**src/rtl/pack_collect_if.sv**
```systemverilog
// pack_collect_if -- trace-in / packet-out signal bundle for pack_collect.
//
// Signals:
//   width        trace port width select (00=1, 01=2, 1x=4 bits per element)
//   sync         collector is frame-aligned to the trace stream
//   TraceAvail   upstream has a trace element ready
//   TraceNext    one-clk strobe consuming the current TraceIn element
//   TraceIn      trace element, LSB is the earliest bit
//   PacketAvail  a complete 16-byte frame is held and not yet taken
//   PacketNext   take the held frame into the read buffer
//   PacketNextWd advance to the next 16-bit word of the read buffer
//   PacketOut    current read-buffer word
//   PacketFinal  last byte (byte 15) of the read-buffer frame
//
// master: the side that supplies trace data and reads packets.
// slave:  the collector itself.
interface pack_collect_if;
  logic [1:0]  width;
  logic        sync;
  logic        TraceAvail;
  logic        TraceNext;
  logic [3:0]  TraceIn;
  logic        PacketAvail;
  logic        PacketNext;
  logic        PacketNextWd;
  logic [15:0] PacketOut;
  logic [7:0]  PacketFinal;

  modport master (
    output width, TraceAvail, TraceIn, PacketNext, PacketNextWd,
    input  sync, TraceNext, PacketAvail, PacketOut, PacketFinal
  );

  modport slave (
    input  width, TraceAvail, TraceIn, PacketNext, PacketNextWd,
    output sync, TraceNext, PacketAvail, PacketOut, PacketFinal
  );
endinterface

```
**src/rtl/pack_collect.sv**
```systemverilog
// pack_collect -- bit-serial trace frame collector.
//
// Consumes 1/2/4-bit trace elements, hunts for the frame sync word
// (31 ones followed by a zero, i.e. bytes FF FF FF 7F), then packs the
// following bits into 16-byte frames. A completed frame sits in a hold
// buffer until PacketNext moves it into a read buffer, which is then
// walked one 16-bit word at a time with PacketNextWd.
//
// Ports:
//   clk  system clock, rising edge
//   rst  asynchronous active-high reset
//   bus  pack_collect_if.slave (trace input, packet output, see interface)
module pack_collect (
  input  logic           clk,
  input  logic           rst,
  pack_collect_if.slave  bus
);

  localparam logic [31:0] SYNC_WORD = 32'h7FFF_FFFF;

  // ---------------------------------------------------------------
  // Trace handshake: one strobe per element. The element is captured
  // on the clock edge that ends the strobe cycle, and the FSM always
  // spends at least one cycle idle afterwards so the upstream has a
  // chance to present the next element (or drop TraceAvail).
  // ---------------------------------------------------------------
  typedef enum logic {
    ST_IDLE,
    ST_STROBE
  } trace_state_t;

  trace_state_t state_reg, state_next;

  always_ff @(posedge clk or posedge rst) begin
    if (rst) begin
      state_reg <= ST_IDLE;
    end else begin
      state_reg <= state_next;
    end
  end

  always_comb begin
    state_next = state_reg;
    case (state_reg)
      ST_IDLE:   if (bus.TraceAvail) state_next = ST_STROBE;
      ST_STROBE: state_next = ST_IDLE;
      default:   state_next = ST_IDLE;
    endcase
  end

  logic capture;
  assign capture       = (state_reg == ST_STROBE);
  assign bus.TraceNext = capture;

  // Which TraceIn lanes carry valid bits for the selected width.
  logic [3:0] lane_en;
  always_comb begin
    case (bus.width)
      2'b00:   lane_en = 4'b0001;
      2'b01:   lane_en = 4'b0011;
      default: lane_en = 4'b1111;
    endcase
  end

  // ---------------------------------------------------------------
  // Bit-serial window, byte assembly and frame store.
  // Bits are walked one at a time inside an element so that a sync
  // match (or a byte boundary) can land on any bit of the element.
  // ---------------------------------------------------------------
  logic [31:0] window_reg, window_next;
  logic        sync_reg, sync_next;
  logic [2:0]  bit_cnt_reg, bit_cnt_next;
  logic [7:0]  byte_reg, byte_next;
  logic [3:0]  idx_reg, idx_next;
  logic [7:0]  frame_reg [16];
  logic [7:0]  frame_next [16];
  logic        frame_done;

  always_comb begin
    window_next  = window_reg;
    sync_next    = sync_reg;
    bit_cnt_next = bit_cnt_reg;
    byte_next    = byte_reg;
    idx_next     = idx_reg;
    frame_done   = 1'b0;
    for (int i = 0; i < 16; i++) begin
      frame_next[i] = frame_reg[i];
    end

    if (capture) begin
      for (int i = 0; i < 4; i++) begin
        if (lane_en[i]) begin
          // Newest bit enters at the top, so the oldest bit ends at bit 0.
          window_next = {bus.TraceIn[i], window_next[31:1]};
          if (window_next == SYNC_WORD) begin
            // Realign: any partially collected frame is abandoned.
            sync_next    = 1'b1;
            bit_cnt_next = 3'd0;
            idx_next     = 4'd0;
          end else if (sync_next) begin
            byte_next = {bus.TraceIn[i], byte_next[7:1]};
            if (bit_cnt_next == 3'd7) begin
              frame_next[idx_next] = byte_next;
              if (idx_next == 4'd15) begin
                frame_done = 1'b1;
              end
              idx_next = idx_next + 4'd1;  // wraps 15 -> 0
            end
            bit_cnt_next = bit_cnt_next + 3'd1;  // wraps 7 -> 0
          end
        end
      end
    end
  end

  always_ff @(posedge clk or posedge rst) begin
    if (rst) begin
      window_reg  <= '0;
      sync_reg    <= 1'b0;
      bit_cnt_reg <= '0;
      byte_reg    <= '0;
      idx_reg     <= '0;
    end else begin
      window_reg  <= window_next;
      sync_reg    <= sync_next;
      bit_cnt_reg <= bit_cnt_next;
      byte_reg    <= byte_next;
      idx_reg     <= idx_next;
    end
  end

  assign bus.sync = sync_reg;

  // ---------------------------------------------------------------
  // Hold and read buffers.
  // take: a held frame is moved to the read buffer. When a frame
  // completes in the same clk, the read buffer still gets the old
  // hold contents and the hold buffer takes the new frame.
  // ---------------------------------------------------------------
  logic [7:0] hold_reg [16];
  logic [7:0] read_reg [16];
  logic       avail_reg;
  logic       take;

  assign take = bus.PacketNext && avail_reg;

  always_ff @(posedge clk or posedge rst) begin
    if (rst) begin
      for (int i = 0; i < 16; i++) begin
        frame_reg[i] <= '0;
        hold_reg[i]  <= '0;
        read_reg[i]  <= '0;
      end
      avail_reg <= 1'b0;
    end else begin
      for (int i = 0; i < 16; i++) begin
        frame_reg[i] <= frame_next[i];
        if (frame_done) begin
          hold_reg[i] <= frame_next[i];
        end
        if (take) begin
          read_reg[i] <= hold_reg[i];
        end
      end
      if (frame_done) begin
        avail_reg <= 1'b1;
      end else if (take) begin
        avail_reg <= 1'b0;
      end
    end
  end

  assign bus.PacketAvail = avail_reg;

  // Word k of the read buffer is {byte 2k+1, byte 2k}.
  logic [15:0] words [8];
  for (genvar gi = 0; gi < 8; gi++) begin : g_word
    assign words[gi] = {read_reg[2*gi+1], read_reg[2*gi]};
  end

  // ---------------------------------------------------------------
  // Word pointer: 0 means "before word 0", 1..8 select word 0..7.
  // It saturates on the last word.
  // ---------------------------------------------------------------
  logic [3:0]  ptr_reg;
  logic [3:0]  ptr_adv;
  logic [3:0]  ptr_adv_m1;
  logic [2:0]  word_sel;
  logic [15:0] out_reg;
  logic [7:0]  final_reg;

  assign ptr_adv    = (ptr_reg == 4'd8) ? 4'd8 : (ptr_reg + 4'd1);
  assign ptr_adv_m1 = ptr_adv - 4'd1;
  assign word_sel   = ptr_adv_m1[2:0];

  always_ff @(posedge clk or posedge rst) begin
    if (rst) begin
      ptr_reg   <= '0;
      out_reg   <= '0;
      final_reg <= '0;
    end else if (take) begin
      // Taking a frame wins over a word advance in the same clk.
      ptr_reg   <= 4'd0;
      out_reg   <= '0;
      final_reg <= hold_reg[15];
    end else if (bus.PacketNextWd) begin
      ptr_reg <= ptr_adv;
      out_reg <= words[word_sel];
    end
  end

  assign bus.PacketOut   = out_reg;
  assign bus.PacketFinal = final_reg;

endmodule

```
**src/flat_wrapper.sv**
```systemverilog
// flat-port wrapper written by rule: the top's interface ports become plain ports
module pack_collect_flat 
  (clk, rst, bus_width, bus_TraceAvail, bus_TraceIn, bus_PacketNext, bus_PacketNextWd, bus_sync, bus_TraceNext, bus_PacketAvail, bus_PacketOut, bus_PacketFinal);
  pack_collect_if bus_i ();
  input  logic clk;
  input  logic rst;
  input wire logic [$bits(bus_i.width)-1:0] bus_width;
  input wire logic [$bits(bus_i.TraceAvail)-1:0] bus_TraceAvail;
  input wire logic [$bits(bus_i.TraceIn)-1:0] bus_TraceIn;
  input wire logic [$bits(bus_i.PacketNext)-1:0] bus_PacketNext;
  input wire logic [$bits(bus_i.PacketNextWd)-1:0] bus_PacketNextWd;
  output wire logic [$bits(bus_i.sync)-1:0] bus_sync;
  output wire logic [$bits(bus_i.TraceNext)-1:0] bus_TraceNext;
  output wire logic [$bits(bus_i.PacketAvail)-1:0] bus_PacketAvail;
  output wire logic [$bits(bus_i.PacketOut)-1:0] bus_PacketOut;
  output wire logic [$bits(bus_i.PacketFinal)-1:0] bus_PacketFinal;
  assign bus_i.width = bus_width;
  assign bus_i.TraceAvail = bus_TraceAvail;
  assign bus_i.TraceIn = bus_TraceIn;
  assign bus_i.PacketNext = bus_PacketNext;
  assign bus_i.PacketNextWd = bus_PacketNextWd;
  assign bus_sync = bus_i.sync;
  assign bus_TraceNext = bus_i.TraceNext;
  assign bus_PacketAvail = bus_i.PacketAvail;
  assign bus_PacketOut = bus_i.PacketOut;
  assign bus_PacketFinal = bus_i.PacketFinal;
  pack_collect u_core (.clk(clk), .rst(rst), .bus(bus_i));
endmodule
```
**config.mk**
```make
export PLATFORM = sky130hd
export DESIGN_NAME = pack_collect_flat
export DESIGN_NICKNAME = d
export VERILOG_FILES = /design/src/rtl/pack_collect_if.sv /design/src/rtl/pack_collect.sv /design/src/flat_wrapper.sv
export SDC_FILE = /design/constraint.sdc
export NUM_CORES = 2
export LEC_CHECK = 0
export ABC_CLOCK_PERIOD_IN_PS = 15300
export CAP_MARGIN = 40
export CORE_MARGIN = 2
export CORE_UTILIZATION = 35
export DETAILED_ROUTE_END_ITERATION = 12
export PLACE_DENSITY = 0.47
export SLEW_MARGIN = 10
export SYNTH_ARGS = -nofsm -noshare
export SYNTH_HDL_FRONTEND = slang
export SYNTH_SLANG_ARGS = --single-unit
```
**constraint.sdc**
```tcl
create_clock -name clk -period 15.3 [get_ports clk]
set_clock_uncertainty 0.2 [all_clocks]
set_input_delay 1.53 -clock clk [delete_from_list [all_inputs] [get_ports clk]]
set_output_delay 1.53 -clock clk [all_outputs]
set_load 0.03 [all_outputs]
```
[Word-level counts from Yosys, hierarchy flattened]
Index checks and enable logic that the tools add are counted.
Word-level totals
  register bits: 453
  bits in latches: 0
  RAM bits: 0
  memory bits (read-only): 0
  input port bits: 11
  output and inout bits: 27
  word-level logic and storage cells: 237
  memories: 0
Cells by class
  add/subtract/negate cells: 10
  multipliers: 0
  div/mod/pow operators: 0
  magnitude comparators: 9
  eq/ne operators: 14
  shift-type cells: 0
  mux-type cells: 133
  bitwise logic cells: 6
  reduce and logical (&&, ||, !) cells: 8
Operators by type and width (number)
  $mux 128: 20
  $bwmux 128: 4
  $mux 32: 7
  $mux 8: 19
  $demux 8 s4: 4
  $eq 32x31->1 const B: 4
  $mux 4: 22
  $mux 16: 4
  $bmux 16 s3: 1
  $mux 3: 15
  $mux 1: 35
  $add 4x1->4 const B: 5
  $eq 4x4->1 const B: 5
  $ge 5x5->1 const B: 4
  $lt 5x1->1 const B: 4
  $not 4->5: 4
  $add 3x1->3 const B: 4
  $eq 3x3->1 const B: 4
  $pmux 4 s2: 1
  $logic_and 1x1->1: 5
  $ge 4x4->1 const B: 1
  $not 3->4: 1
  $reduce_bool 2->1: 2
  $sub 3x1->3 const B: 1
  other kinds (4): 4

[Depth between registers and ports, before layout]
  word-level depth: 29
  gate-level depth with buffers: 28
  gate-level depth less buffers: 20

[Least setup slack after synthesis]
No wires, ideal clock.
  kind: input -> register
  start: input port bus_TraceIn[0]
  end: register u_core.hold_reg[55] (netlist name)
  data arrival time: 6.699 ns
  slack: 8.267 ns
  cell stages on the path: 28
  path buffers: 8
  cells stage by stage: clkbuf_1 > nand2b_1 > nor3_2 > and3_1 > clkbuf_1 > clkbuf_1 > nor2_1 > ha_1 > ha_1 > and2_1 > nor3_1 > a311oi_1 > and2_1 > ha_1 > nor2_1 > a211oi_1 > ha_1 > inv_1 > or3_1 > buf_2 > a211oi_2 > o21ai_1 > buf_4 > buf_2 > buf_2 > buf_2 > nand2_1 > o31ai_2
On the way
  word-level cells in the longest chain between the ends: 27
Ends and longest elaborated chain
  start, declared: line flat_wrapper.sv:9  | input wire logic [$bits(bus_i.TraceIn)-1:0] bus_TraceIn;
  $eq 32x31->1: line pack_collect.sv:95  | if (window_next == SYNC_WORD) begin
  $mux 4 or $mux 3 (tied branches): line pack_collect.sv:95
  $mux 4 or $mux 3 (tied branches): line pack_collect.sv:92  | if (lane_en[i]) begin
  $mux 4 or $mux 3 (tied branches): line pack_collect.sv:90  | if (capture) begin
  $add 4x1->4 (tied with other cells): line pack_collect.sv:107  | idx_next = idx_next + 4'd1;
  $mux 4 (tied with other cells): line pack_collect.sv:102  | if (bit_cnt_next == 3'd7) begin
  $mux 4 or $logic_and 1x1->1 (tied branches): line pack_collect.sv:100, pack_collect.sv:103
  $mux 4 or $mux 8 (tied branches): line pack_collect.sv:95, pack_collect.sv:103
  [11 not listed]
  $mux 8 (implied by the code) or $mux 128 (tied branches): line pack_collect.sv:103, pack_collect.sv:92
  $demux 8 s4 or $mux 128 (tied branches): line pack_collect.sv:103, pack_collect.sv:90
  $bwmux 128: line pack_collect.sv:103  | frame_next[idx_next] = byte_next;
  $mux 128: line pack_collect.sv:102
  $mux 128: line pack_collect.sv:100  | end else if (sync_next) begin
  $mux 128: line pack_collect.sv:95
  $mux 128: line pack_collect.sv:92
  $mux 128: line pack_collect.sv:90
  end signal, assigned by index: line pack_collect.sv:159  | hold_reg[i] <= frame_next[i];
  end, declared: line pack_collect.sv:140  | logic [7:0] hold_reg [16];
Parallel ways exist; a longest one is shown, timed or not. The select of a mux whose other input is x is not followed.
A chain may end at the register's enable or synchronous reset.

[Final worst setup path]
  start: input port bus_TraceIn[0]
  end: register u_core.hold_reg[3] (netlist name)
The elaborated chain is that of the path after synthesis.

==> metrics.csv <==
stage,metric,value,unit
outcome,status,"finished, final reports clean",
flow_run,max cap viols,0,
die,Die ar.,77800,um^2
sta,Max-slew headroom,0.313,
sta,RSZ-0062 raised after global routing,false,
sta,Hold Fails Final Rpt,0,
clock_network,clock buffer depth,3,
finish,fraction of layout cells with a size suffix above 1,0.124,
place,count of buffers from port buffering,37,
routing,vias per inst,5.56,
synth,"Top FF cell, synth",dfrtp_1,
synth,synth unique cells,75,
synth,Async SR Flop Fraction,1.00,
synth,post-synthesis sequential area ratio,0.428,
die,die height,279,um
critical_path,total stage count of the critical path,24,
routing,drt first-iter violations,1648,
die,Die X,279,um
die,Initial Util,0.355,
critical_path,Critical Path RT,15.60,ns
critical_path,CP Buf/Inv Count,6,
critical_path,Crit. End Element,flip-flop,
sta,Tcrit/Tclk final,0.538,
finish,# nets final,2909,
critical_path,"CP delay by family, top",simple AND/OR/NAND/NOR gates,
power,total power,4.97,mW
clock_network,Clock transition at path regs,0.06,ns
sta,Final Max Slew Viols,0,
sta,setup TNS,0,ns
die,Core ar.,74600,um^2
place,half-perimeter wire length after placement,62.7,mm
routing,DR WL/cell,24.0,um
min_path,Hold Path Class,flip-flop to flip-flop,
clock_network,Root Driver,clkbuf_16,
grt,global-route wire length before repair,140,mm
clock_network,clock sinks,452,
finish,ant diodes,0,
critical_path,crit start category,input port,
clock_network,Post-CTS Setup Bufs,0,
power,PwrDens,166,nW/um^2
critical_path,kind of critical path,input port to flip-flop,
grt,vias in the first global route,21200,
clock_network,hold_buf cts,0,
grt,gr usage total,0.238,
synth,Cells after Synth,2920,
routing,Detailed Routing Iterations Pass 1,5,
critical_path,FF-to-FF path depth,22,
sta,post-route minimum period,8.23,ns
critical_path,CP max FO,75,
finish,area grow syn2layout,13.4,%
routing,Routed Antenna Nets,0,
critical_path,crit path from,bus_TraceIn[0],
routing,DRC,0,
place,placed cells,3784,
critical_path,r2r setup slk,7.94,ns
die,Ports,38,
power,maximum VDD drop,0.153,mV
sta,slew of the pin with the lowest slew margin,1.02,ns
power,leak pwr,14.3,nW
synth,syn_area_per_cell,9.06,um^2
synth,netlist area before placement,26500,um^2
synth,syn nets,2958,
critical_path,CP Capture Point,u_core.hold_reg[3],
critical_path,CP max stage cell,and3_1,
critical_path,cells along the critical path,"clkdlybuf4s50_1, buf_4, nand2b_1, nor3_2, and3_1, nor2_1, ha_1, ha_1, and2_1, nor3_1, a311oi_1, and2_1, ha_1, nor2_1, a211oi_1, ha_1, inv_1, or3_1, a211oi_2, o21ai_4, buf_4, buf_4, buf_12, mux2_2",
synth,"Warnings, synthesis",0,
synth,number of synthesized flops with an enable pin,0,
grt,largest net degree at the start of global routing,91,
routing,Vias,21600,
sta,max frequency,0.122,GHz
clock_network,clock latency on the worst-skew pair,0.65,ns
grt,initial antenna violation count,7,
clock_network,CTS tree,yes,
die,Rows,100,
place,GP Congestion,0.890,
critical_path,crit-path max cell delay,0.69,ns
sta,final setup fails,0,
finish,final design utilization,0.402,
clock_network,Post-CTS Resized,0,
critical_path,Critical R2R Capture,u_core.hold_reg[3],
finish,Post-Layout Cell Count,3883,
critical_path,cell mode on critical path,ha_1,
clock_network,H-tree depth,2,
grt,remaining global-route overflow,0,
synth,Synth Register Bits,452,
critical_path,worst r2r src,u_core.window_reg[6],
clock_network,CTS buffer count,54,
critical_path,Arrival @ worst endpoint,8.53,ns
routing,WL final,93.0,mm
kinds of logic after synthesis:
kind of cell	synth area share
xor gates and xnor gates	0.00464
and+or+nand+nor	0.162
AOI/OAI and AO/OA	0.124
muxes	0.214
DFF	0.428
adders and majority gates	0.0128
buffers and inverters	0.0547
layer usage:
metal,track usage,wire length [um],vias up
met2,0.368,41400,708
met4,0.0925,3570,4
met5,0,17,-
li1,-,-,9951
met1,0.331,42300,10700
met3,0.0410,5730,189
cell type report:
class	count	area [um^2]
multi-input combinational	2104	13800
inverter	136	520
clock inverter	22	383
tap	969	1210
sequential	452	11300
fill	7347	44600
clock buffer	77	1550
timing repair buffer	123	1210
metrics by stage:
stage | instance area (um^2) | setup slack (ns) | hold WS (ns)
2_1_floorplan | 26500 | 0.971 | 0.233
3_3_place_gp | 27600 | 5.88 | 0.250
3_5_place_dp | 28100 | 6.53 | 0.252
4_1_cts | 30000 | 7.19 | 0.243
5_1_grt | 30000 | 6.71 | 0.284
6_report | 30000 | 7.07 | 0.229
worst register-to-register path: stages (launching register included):
cell and delay [ns]:
dfrtp_1 0.47, nand4_1 0.33, nor4_4 0.41, and3_1 0.71
nor2_1 0.14, ha_1 0.22, ha_1 0.26, and2_1 0.19
nor3_1 0.18, a311oi_1 0.08, and2_1 0.25, ha_1 0.29
nor2_1 0.04, a211oi_1 0.64, ha_1 0.27, inv_1 0.05
or3_1 0.52, a211oi_2 0.42, o21ai_4 0.12, buf_4 0.31
buf_4 0.46, buf_12 0.32, mux2_2 0.33
Yosys cell counts, types with 8 or more instances:
master,instances,share of area
a211o_1,31,0.010
a211oi_1,21,0.0060
a21oi_1,78,0.015
buf_1,20,0.0028
buf_2,22,0.0042
buf_4,12,0.0034
clkbuf_1,173,0.025
dfrtp_1,452,0.43
ha_1,27,0.013
inv_1,134,0.019
mux2_2,92,0.039
mux2i_1,389,0.15
mux4_2,32,0.027
nand2_1,682,0.097
nand3_1,43,0.0081
nand4_1,14,0.0033
nor2_1,156,0.022
nor3_1,21,0.0040
nor4_1,10,0.0024
o211ai_1,50,0.014
o21ai_0,278,0.053
o21ai_1,25,0.0047
o22a_1,8,0.0026
or3_1,11,0.0026
xnor2_1,9,0.0030
cells in the final DEF, fill, tap and decap left out, drive strengths merged, types with 27 or more instances in the layout:
cell           Yosys  routed
a211o             31      31
a21oi             78      78
buf               55      87
clkbuf           173      77
clkdlybuf4s50      0      35
dfrtp            452     452
ha                27      27
inv              136     139
mux2              92      92
mux2i            389     389
mux4              32      32
nand2            682     682
nand3             46      46
nor2             156     156
nor3              28      28
o211ai            50      50
o21ai            304     304
how the worst min path moves through the flow:
stage / to / from / slack (ns) / cells after the start
after CTS: u_core.read_reg[119] / u_core.hold_reg[119] / 0.24 / 2
after detailed placement: u_core.read_reg[92] / u_core.hold_reg[92] / 0.25 / 2
after floorplan: u_core.read_reg[111] / u_core.hold_reg[111] / 0.23 / 2
final: u_core.read_reg[119] / u_core.hold_reg[119] / 0.23 / 2
after global placement: u_core.read_reg[93] / u_core.hold_reg[93] / 0.25 / 2
after global routing: u_core.read_reg[119] / u_core.hold_reg[119] / 0.28 / 2
where the power goes:
group | internal, mW | leakage (nW) | switching [mW]
sequential | 1.42 | 6.13 | 0.226
clock | 0.844 | 0.941 | 0.559
combinational | 0.677 | 7.23 | 1.24
Note: power is estimated with default switching activity, not from simulation.
